--- config.mk ---
export PLATFORM = sky130hd
export DESIGN_NAME = manchester_frame_tx_flat
export DESIGN_NICKNAME = d
export VERILOG_FILES = /design/src/rtl/manchester_frame_tx_if.sv /design/src/rtl/manchester_frame_tx.sv /design/src/flat_wrapper.sv
export SDC_FILE = /design/constraint.sdc
export NUM_CORES = 1
export LEC_CHECK = 0
export ABC_AREA = 1
export CORE_ASPECT_RATIO = 1.4
export CORE_MARGIN = 3
export CORE_UTILIZATION = 55
export DETAILED_ROUTE_END_ITERATION = 16
export MAX_ROUTING_LAYER = met4
export PLACE_DENSITY = 0.77
export SYNTH_ARGS = -nofsm -noshare
export SYNTH_HDL_FRONTEND = slang
export SYNTH_SLANG_ARGS = --single-unit
--- constraint.sdc ---
create_clock -name clk_div -period 1.9 [get_ports clk_div]
set_clock_uncertainty 0.1 [all_clocks]
set_input_delay 0.38 -clock clk_div [delete_from_list [all_inputs] [get_ports clk_div]]
set_output_delay 0.38 -clock clk_div [all_outputs]
set_load 0.01 [all_outputs]
--- src/rtl/manchester_frame_tx_if.sv ---
// Byte-stream handshake feeding the Manchester frame transmitter.
// The source drives data/valid/last; the transmitter returns ready.
interface manchester_frame_tx_if;
  logic [7:0] s_data;
  logic       s_valid;
  logic       s_last;
  logic       s_ready;

  modport master (output s_data, s_valid, s_last, input s_ready);
  modport slave  (input s_data, s_valid, s_last, output s_ready);
endinterface

--- src/rtl/manchester_frame_tx.sv ---
// Manchester frame transmitter: preamble, SFD, payload, inter-frame gap, emitted as
// SER_WIDTH-bit OSERDESE2 words. Define MANCH_TX_CRC8_EN to append a CRC-8 byte.
module manchester_frame_tx #(
  parameter int unsigned SER_WIDTH      = 8,
  parameter int unsigned PREAMBLE_BYTES = 2,
  parameter logic [7:0]  SFD            = 8'hD5,
  parameter int unsigned MAX_LEN        = 64,
  parameter int unsigned IFG_WORDS      = 4
) (
  input  logic                 clk_div,
  input  logic                 rst,
  manchester_frame_tx_if.slave s_if,
  output logic [SER_WIDTH-1:0] ser_data,
  output logic                 busy,
  output logic                 frame_done,
  output logic                 err_underrun,
  output logic                 err_len
);
  localparam int unsigned WPB      = 16 / SER_WIDTH;
  localparam logic [7:0]  WPB_LAST = 8'(WPB - 1);
  localparam logic [7:0]  PRE_LAST = 8'(PREAMBLE_BYTES - 1);
  localparam logic [7:0]  LEN_MAX  = 8'(MAX_LEN);
  localparam logic [7:0]  IFG_LAST = 8'(IFG_WORDS - 1);

  typedef enum logic [2:0] {
    ST_IDLE,
    ST_PREAMBLE,
    ST_SFD,
    ST_PAYLOAD,
`ifdef MANCH_TX_CRC8_EN
    ST_CRC,
`endif
    ST_GAP
  } state_t;

  function automatic logic [15:0] manch(input logic [7:0] b);
    logic [15:0] w;
    w = '0;
    for (int unsigned i = 0; i < 8; i++) w[2*i +: 2] = {~b[i], b[i]};
    return w;
  endfunction

`ifdef MANCH_TX_CRC8_EN
  function automatic logic [7:0] crc8(input logic [7:0] c, input logic [7:0] d);
    logic [7:0] r;
    r = c ^ d;
    for (int unsigned i = 0; i < 8; i++) r = r[7] ? ({r[6:0], 1'b0} ^ 8'h07) : {r[6:0], 1'b0};
    return r;
  endfunction

  logic [7:0] crc_q, crc_d;
`endif

  state_t                 st_q, st_d;
  logic [7:0]             wcnt_q, wcnt_d;
  logic [7:0]             bcnt_q, bcnt_d;
  logic [15:0]            enc_q, enc_d;
  logic                   last_q, last_d;
  logic                   trunc_q, trunc_d;
  logic [SER_WIDTH-1:0]   ser_q, ser_d;
  logic                   busy_q, busy_d;
  logic                   fd_q, fd_d;
  logic                   eu_q, eu_d;
  logic                   el_q, el_d;
  logic                   last_word;

  // State and counters describe the word currently on ser_data; the handshake
  // point is the final word of the SFD or of a non-final payload byte.
  assign last_word      = (wcnt_q == WPB_LAST);
  assign s_if.s_ready   = !rst && last_word &&
                          ((st_q == ST_SFD) || ((st_q == ST_PAYLOAD) && !last_q));
  assign ser_data       = ser_q;
  assign busy           = busy_q;
  assign frame_done     = fd_q;
  assign err_underrun   = eu_q;
  assign err_len        = el_q;

  always_comb begin
    st_d    = st_q;
    wcnt_d  = wcnt_q;
    bcnt_d  = bcnt_q;
    enc_d   = enc_q;
    last_d  = last_q;
    trunc_d = trunc_q;
    eu_d    = 1'b0;
    el_d    = 1'b0;
`ifdef MANCH_TX_CRC8_EN
    crc_d   = crc_q;
`endif
    case (st_q)
      ST_IDLE: begin
        if (s_if.s_valid) begin
          st_d    = ST_PREAMBLE;
          wcnt_d  = '0;
          bcnt_d  = '0;
          enc_d   = manch(8'hAA);
          last_d  = 1'b0;
          trunc_d = 1'b0;
`ifdef MANCH_TX_CRC8_EN
          crc_d   = '0;
`endif
        end
      end
      ST_PREAMBLE: begin
        if (!last_word) begin
          wcnt_d = wcnt_q + 8'd1;
          enc_d  = enc_q << SER_WIDTH;
        end else begin
          wcnt_d = '0;
          if (bcnt_q == PRE_LAST) begin
            st_d   = ST_SFD;
            bcnt_d = '0;
            enc_d  = manch(SFD);
          end else begin
            bcnt_d = bcnt_q + 8'd1;
            enc_d  = manch(8'hAA);
          end
        end
      end
      ST_SFD, ST_PAYLOAD: begin
        if (!last_word) begin
          wcnt_d = wcnt_q + 8'd1;
          enc_d  = enc_q << SER_WIDTH;
        end else if ((st_q == ST_PAYLOAD) && last_q) begin
          wcnt_d = '0;
`ifdef MANCH_TX_CRC8_EN
          st_d   = ST_CRC;
          enc_d  = manch(crc_q);
`else
          st_d   = ST_GAP;
`endif
        end else if (s_if.s_valid) begin
          st_d   = ST_PAYLOAD;
          wcnt_d = '0;
          bcnt_d = bcnt_q + 8'd1;
          enc_d  = manch(s_if.s_data);
`ifdef MANCH_TX_CRC8_EN
          crc_d  = crc8(crc_q, s_if.s_data);
`endif
          if (s_if.s_last) begin
            last_d = 1'b1;
          end else if ((bcnt_q + 8'd1) == LEN_MAX) begin
            last_d  = 1'b1;
            trunc_d = 1'b1;
            el_d    = 1'b1;
          end
        end else begin
          st_d   = ST_GAP;
          wcnt_d = '0;
          eu_d   = 1'b1;
        end
      end
`ifdef MANCH_TX_CRC8_EN
      ST_CRC: begin
        if (!last_word) begin
          wcnt_d = wcnt_q + 8'd1;
          enc_d  = enc_q << SER_WIDTH;
        end else begin
          st_d   = ST_GAP;
          wcnt_d = '0;
        end
      end
`endif
      ST_GAP: begin
        if (wcnt_q == IFG_LAST) begin
          st_d   = ST_IDLE;
          wcnt_d = '0;
        end else begin
          wcnt_d = wcnt_q + 8'd1;
        end
      end
      default: st_d = ST_IDLE;
    endcase

    // Outputs are registered, so they are derived from the next state.
    ser_d = '0;
    if ((st_d != ST_IDLE) && (st_d != ST_GAP)) ser_d = enc_d[15 -: SER_WIDTH];
    busy_d = (st_d != ST_IDLE);
`ifdef MANCH_TX_CRC8_EN
    fd_d = (st_d == ST_CRC) && (wcnt_d == WPB_LAST) && !trunc_d;
`else
    fd_d = (st_d == ST_PAYLOAD) && last_d && (wcnt_d == WPB_LAST) && !trunc_d;
`endif
  end

  always_ff @(posedge clk_div) begin
    if (rst) begin
      st_q    <= ST_IDLE;
      wcnt_q  <= '0;
      bcnt_q  <= '0;
      enc_q   <= '0;
      last_q  <= 1'b0;
      trunc_q <= 1'b0;
      ser_q   <= '0;
      busy_q  <= 1'b0;
      fd_q    <= 1'b0;
      eu_q    <= 1'b0;
      el_q    <= 1'b0;
`ifdef MANCH_TX_CRC8_EN
      crc_q   <= '0;
`endif
    end else begin
      st_q    <= st_d;
      wcnt_q  <= wcnt_d;
      bcnt_q  <= bcnt_d;
      enc_q   <= enc_d;
      last_q  <= last_d;
      trunc_q <= trunc_d;
      ser_q   <= ser_d;
      busy_q  <= busy_d;
      fd_q    <= fd_d;
      eu_q    <= eu_d;
      el_q    <= el_d;
`ifdef MANCH_TX_CRC8_EN
      crc_q   <= crc_d;
`endif
    end
  end
endmodule

--- src/flat_wrapper.sv ---
// flat-port wrapper written by rule: the top's interface ports become plain ports
module manchester_frame_tx_flat 
#(
  parameter int unsigned SER_WIDTH      = 8,
  parameter int unsigned PREAMBLE_BYTES = 2,
  parameter logic [7:0]  SFD            = 8'hD5,
  parameter int unsigned MAX_LEN        = 64,
  parameter int unsigned IFG_WORDS      = 4
)
  (clk_div, rst, ser_data, busy, frame_done, err_underrun, err_len, s_if_s_data, s_if_s_valid, s_if_s_last, s_if_s_ready);
  manchester_frame_tx_if s_if_i ();
  input  logic clk_div;
  input  logic rst;
  output logic [SER_WIDTH-1:0] ser_data;
  output logic busy;
  output logic frame_done;
  output logic err_underrun;
  output logic err_len;
  input wire logic [$bits(s_if_i.s_data)-1:0] s_if_s_data;
  input wire logic [$bits(s_if_i.s_valid)-1:0] s_if_s_valid;
  input wire logic [$bits(s_if_i.s_last)-1:0] s_if_s_last;
  output wire logic [$bits(s_if_i.s_ready)-1:0] s_if_s_ready;
  assign s_if_i.s_data = s_if_s_data;
  assign s_if_i.s_valid = s_if_s_valid;
  assign s_if_i.s_last = s_if_s_last;
  assign s_if_s_ready = s_if_i.s_ready;
  manchester_frame_tx #(.SER_WIDTH(SER_WIDTH), .PREAMBLE_BYTES(PREAMBLE_BYTES), .SFD(SFD), .MAX_LEN(MAX_LEN), .IFG_WORDS(IFG_WORDS)) u_core (.clk_div(clk_div), .rst(rst), .s_if(s_if_i), .ser_data(ser_data), .busy(busy), .frame_done(frame_done), .err_underrun(err_underrun), .err_len(err_len));
endmodule
# Yosys cells after proc, flatten, opt, wreduce, memory -nomap -nowiden
# Index checks and enable logic that the tools add are counted.
totals:
  regBits: 49
  in_bits: 12
  out_inout_bits: 13
  word_cells: 108
op_classes:
  n_addsub: 2
  n_eq_ne: 18
  muxes: 42
  n_bitwise: 12
  n_reduce_logical: 22
ops:
  columns: ["operator", "n"]
  rows:
  - ["2-to-1 mux 16 bit", 5]
  - ["2-to-1 mux 8 bit", 9]
  - ["one-hot mux 16 bit (3 select lines)", 1]
  - ["one-hot mux 8 bit (3 select lines)", 2]
  - ["== test 8 x 1 -> 1 bit, second input constant", 3]
  - ["2-to-1 mux 3 bit", 7]
  - ["adder 8 x 1 -> 8 bit, second input constant", 2]
  - ["2-to-1 mux 1 bit", 14]
  - ["2-to-1 mux 14 bit", 1]
  - ["inverter 1 bit", 12]
  - ["one-hot mux 3 bit (4 select lines)", 1]
  - ["== test 3 x 2 -> 1 bit, second input constant", 3]
  - ["inequality test 3 bit, second input constant", 3]
  - ["== test 8 x 2 -> 1 bit, second input constant", 1]
  - ["== test 8 x 7 -> 1 bit, second input constant", 1]
  - ["logical AND 1 bit", 8]
  - ["inequality test 2 bit, second input constant", 3]
  - ["AND reduction 6 bit", 1]
  - ["nonzero test 3 bit", 2]
  - ["OR reduction 6 bit", 1]
  - ["inequality test 2 x 1 -> 1 bit, second input constant", 2]
  - ["one-hot mux 1 bit (2 select lines)", 2]
  - ["AND reduction 4 bit", 1]
  - ["OR reduction 2 bit", 2]
  - ["other kinds (7)", 9]

# Logic depth before layout (Yosys ltp)
logic_depth:
  word_depth: 11
  ltp_mapped: 13

# Worst setup path after synthesis
# Ideal clock, no wire load.
synth_timing:
  path_type: "register to output"
  start: "register u_core.wcnt_q[0]"
  end: "output port s_if_s_ready"
  t_arrival_ns: 1.233
  path_slack_ns: 0.187
  stages_incl_launch_ff: 7
  path_cell_list: "dfxtp_1 > ha_1 > nand3_2 > inv_1 > nand2_2 > buf_4 > nor3_1"
synth_between:
  elab_chain_len: 3
synth_rtl:
  columns: ["item", "line_no", "source"]
  rows:
  - ["start, declared", "manchester_frame_tx.sv:55", "logic [7:0] wcnt_q, wcnt_d;"]
  - ["start signal, assigned", "manchester_frame_tx.sv:204", "wcnt_q <= wcnt_d;"]
  - ["== test 8 x 1 -> 1 bit", "manchester_frame_tx.sv:69", "assign last_word = (wcnt_q == WPB_LAST);"]
  - ["logical AND 1 bit (2 in series)", "manchester_frame_tx.sv:70", "assign s_if.s_ready = !rst && last_word &&"]
  - ["end, declared", "flat_wrapper.sv:22", "output wire logic [$bits(s_if_i.s_ready)-1:0] s_if_s_ready;"]
# No other way between the ends.

# Worst setup path in the final report
layout_timing:
  start: "register u_core.wcnt_q[1]"
  end: "output port s_if_s_ready"
# The elaborated chain is that of the path after synthesis.

==> reports/metrics.csv <==
stage,metric,value,unit
status,status,"finished, final reports clean",
synth,synthesized area divided by synthesized cell count,6.67,µm²
grt,antenna violations before repair,0,
synth,mux share of post-synthesis cell area,0,%
detailed_routing,number of vias per cell,5.40,
synth,count of flip-flops with a built-in enable after synthesis,0,
clocking,number of buffers inserted during clock tree synthesis,5,
synth,Gate Count Post-Synth,410,
run,max cap viols,0,
die,initial core utilization,58.4,%
sta,final worst path period need,1.86,ns
cells_and_area,post-layout util,77.4,%
detailed_routing,violation count after the first detailed-routing iteration,197,
synth,commonest cells in the synthesized netlist,"nand2_1 (97), nor2_1 (57), inv_1 (54), dfxtp_1 (49), a21oi_1 (27)",
grt,grt total ovfl,0,
sta,"Hold Vio Cnt, Final",0,
synth,share of async-settable or async-resettable flops after synthesis,0,%
synth,dominant combinational cell family by area after synthesis,simple AND/OR/NAND/NOR gates,
power_and_ir_drop,portion of total power attributed to combinational logic,21.9,%
sta,worst-margin pin slew,0.360,ns
place,GPL Wtd Cong,0.909,
detailed_routing,post-detailed-route count of antenna-violating nets,0,
clocking,CTS tree,done,
worst_setup_path,Worst Path Max Fanout,4,
worst_setup_path,data arrival at the endpoint of the critical path,1.38,ns
sta,period utilisation layout,98.1,%
die,num rows,29,
power_and_ir_drop,power density over cell area,663,nW/µm²
worst_setup_path,Worst Path Required,1.42,ns
grt,maximum number of pins on one net before global-route repair,32,
clocking,# hold bufs at CTS,0,
cells_and_area,layout cell share with drive strength beyond 1,23.7,%
synth,complex-gate fraction of the synthesized area,13.4,%
clocking,maximum level of the CTS H-tree,2,
sta,hold slack final,0.396,ns
detailed_routing,Routed wire per std cell,14.0,µm
cells_and_area,area growth from synthesis to layout,32.6,%
clocking,worst-skew pair later-pin latency,0.31,ns
die,Core Footprint,4680,µm²
power_and_ir_drop,internal power of the cells,1.73,mW
sta,RSZ-0062 raised after global routing,yes,
cells_and_area,number of fill cells,353,
die,die area,5860,µm²
die,I/O pin cnt,25,
detailed_routing,count of TritonRoute iterations in the first routing pass,5,
detailed_routing,via total after detailed routing,2939,
clocking,clock root buffer,clkbuf_8,
cells_and_area,antenna cells,0,
die,x dimension of the die,65.6,µm
synth,post-synthesis adder-cell area fraction,1.83,%
worst_setup_path,type of the worst setup path,register to output pin,
sta,highest clock frequency the design can meet,0.536,GHz
power_and_ir_drop,part of the total power dissipated in the clock network,32.3,%
sta,final slew viol count,0,
grt,wire length of the first global-routing pass,11800,µm
worst_setup_path,type of origin of the critical path,register,
power_and_ir_drop,power dissipated by switching net loads,0.670,mW
synth,number of nets in the synthesized netlist,426,
sta,total of endpoints with negative setup slack in the final report,0,
clocking,CTS Buffer Depth,2,
synth,simple-gate area share of the yosys netlist,37.9,%
synth,Synthesis Warnings,0,
grt,overall routing resource usage,26.9,%
power_and_ir_drop,post-route total power,2.40,mW
synth,xor and xnor area share after synthesis,0,%
cells_and_area,final layout net count,497,
sta,worst slew margin relative to its limit,75.8,%
detailed_routing,residual DRC count,0,
clocking,clock-pin slew reported for the worst setup and hold paths after clock tree synthesis,0.09,ns
power_and_ir_drop,sequential power share,45.8,%
place,total half-perimeter wirelength after legalization and detailed placement,5470,µm
synth,predominant post-synthesis flop cell,dfxtp_1,
synth,most frequent cell after synthesis,nand2_1,
synth,sequential fraction of the synthesis area,35.9,%
power_and_ir_drop,largest vdd supply drop,0.000891,V
die,die extent in y,89.4,µm
synth,largest cells by area after synthesis,"dfxtp_1 (36%), nand2_1 (13%), nor2_1 (7.8%), inv_1 (7.4%), a21oi_1 (4.9%)",
synth,number of synthesized register bits,49,
hold_path,path class of the lowest-slack min-delay path,register to register,
synth,share of the synthesized area in the top cell type,35.9,%
place,Port Buffer Count,24,
synth,netlist area before placement,2730,µm²
clocking,Clock Sink Count,49,
synth,library cell occupying the most area in the post-synthesis netlist,dfxtp_1,
detailed_routing,Final Routed Wirelength,7630,µm
synth,synth unique cells,41,
power_and_ir_drop,leakage component of the power,1.65,nW
grt,vias in the first global route,2634,
worst_setup_path,kind of end point of the critical path,output pin,
power_and_ir_drop,Sw Share,27.9,%
## final timing paths
kind,startpoint,endpoint,slack [ns],cells past startpoint
hold / removal,u_core.enc_q[1]$_SDFFE_PP0P_,u_core.enc_q[1]$_SDFFE_PP0P_,0.40,2
setup reg to reg,u_core.st_q[1]$_SDFF_PP0_,u_core.bcnt_q[5]$_SDFFE_PP0P_,0.07,9
setup / recovery,u_core.wcnt_q[1]$_SDFF_PP0_,s_if_s_ready,0.04,7
hold reg to reg,u_core.enc_q[1]$_SDFFE_PP0P_,u_core.enc_q[1]$_SDFFE_PP0P_,0.40,2
## area by class of cell
cell class              count  area [µm²]  area share (%)
clock buffers               7        86.3            2.38
clock inverters             1        30.0           0.828
inverters                  65         256            7.08
multi-input cells         288        1580            43.7
flip-flops and latches     49         988            27.3
well taps                  62        77.6            2.14
repair buffers             72         603            16.6
## power groups by stage
| stage | Sequential [mW] | Clock (mW) | Combinational [mW] |
|---|---|---|---|
| 2_1_floorplan | 1.12 | 0 | 0.242 |
| 3_5_place_dp | 1.12 | 0 | 0.440 |
| 4_1_cts | 1.09 | 0.781 | 0.455 |
| 6_report | 1.10 | 0.776 | 0.526 |
| 5_1_grt | 1.10 | 0.818 | 0.571 |
| 3_3_place_gp | 1.12 | 0 | 0.432 |
## routing by layer
layer / vias to the layer above / GRT usage, % / share of wire (%)
li1: 1452 / - / -
met1: 1327 / 28.6 / 38
met2: 131 / 49.1 / 53
met3: 29 / 4.40 / 5.9
met4: 0 / 11.3 / 3.1
met5: - / - / 0
## state kept, by name, summed over array words and instances, names as in the netlist
register	count
u_core.enc_q	16
u_core.st_q	3
u_core.ser_data	8
u_core.bcnt_q	8
u_core.last_q	1
u_core.err_underrun	1
u_core.trunc_q	1
u_core.frame_done	1
u_core.err_len	1
u_core.wcnt_q	8
u_core.busy	1
## stage by stage
step	setup TNS [ns]	instance area, µm²	worst slack (ns)	instances
3_5_place_dp	-2.17	3300	-0.286	528
4_1_cts	0	3440	0.0228	537
2_1_floorplan	0	2730	0.187	410
6_report	0	3620	0.0357	544
3_3_place_gp	-1.66	3300	-0.231	528
5_1_grt	-0.108	3620	-0.0582	544
## placed cells by master (no fill, tap or decap), types with 10 or more instances in the layout
| cell | netlist | layout |
|---|---|---|
| dfxtp_1 | 49 | 45 |
| buf_4 | 2 | 46 |
| nand2_1 | 97 | 94 |
| clkdlybuf4s50_1 | 0 | 23 |
| nand3_1 | 21 | 21 |
| inv_1 | 54 | 50 |
| nor2_1 | 57 | 53 |
| a21oi_1 | 27 | 26 |
| o21ai_0 | 24 | 20 |
| inv_2 | 8 | 10 |
## worst max-delay path, cell delays in order (launching register included)
cell and delay (ns):
dfxtp_2 0.34, inv_2 0.07, ha_4 0.13, nand3_4 0.07, inv_4 0.08, nand2_8 0.07, nor3_4 0.16, buf_2 0.15
## timing repair
| action | in CTS | in global routing |
|---|---|---|
| pin swaps | 1 | 18 |
| buffers inserted | 1 | 7 |
| endpoints found under the setup margin | 5 | 27 |
| gates resized for setup | 9 | 38 |
## logic make-up (layout without fill, tap and decap cells)
logic type	after synthesis	in the layout
flops	49	49
compound gates	67	67
fa+ha+maj	4	4
simple gates	217	217
buf+inv	73	145
Power figures use the tool's default switching activity.
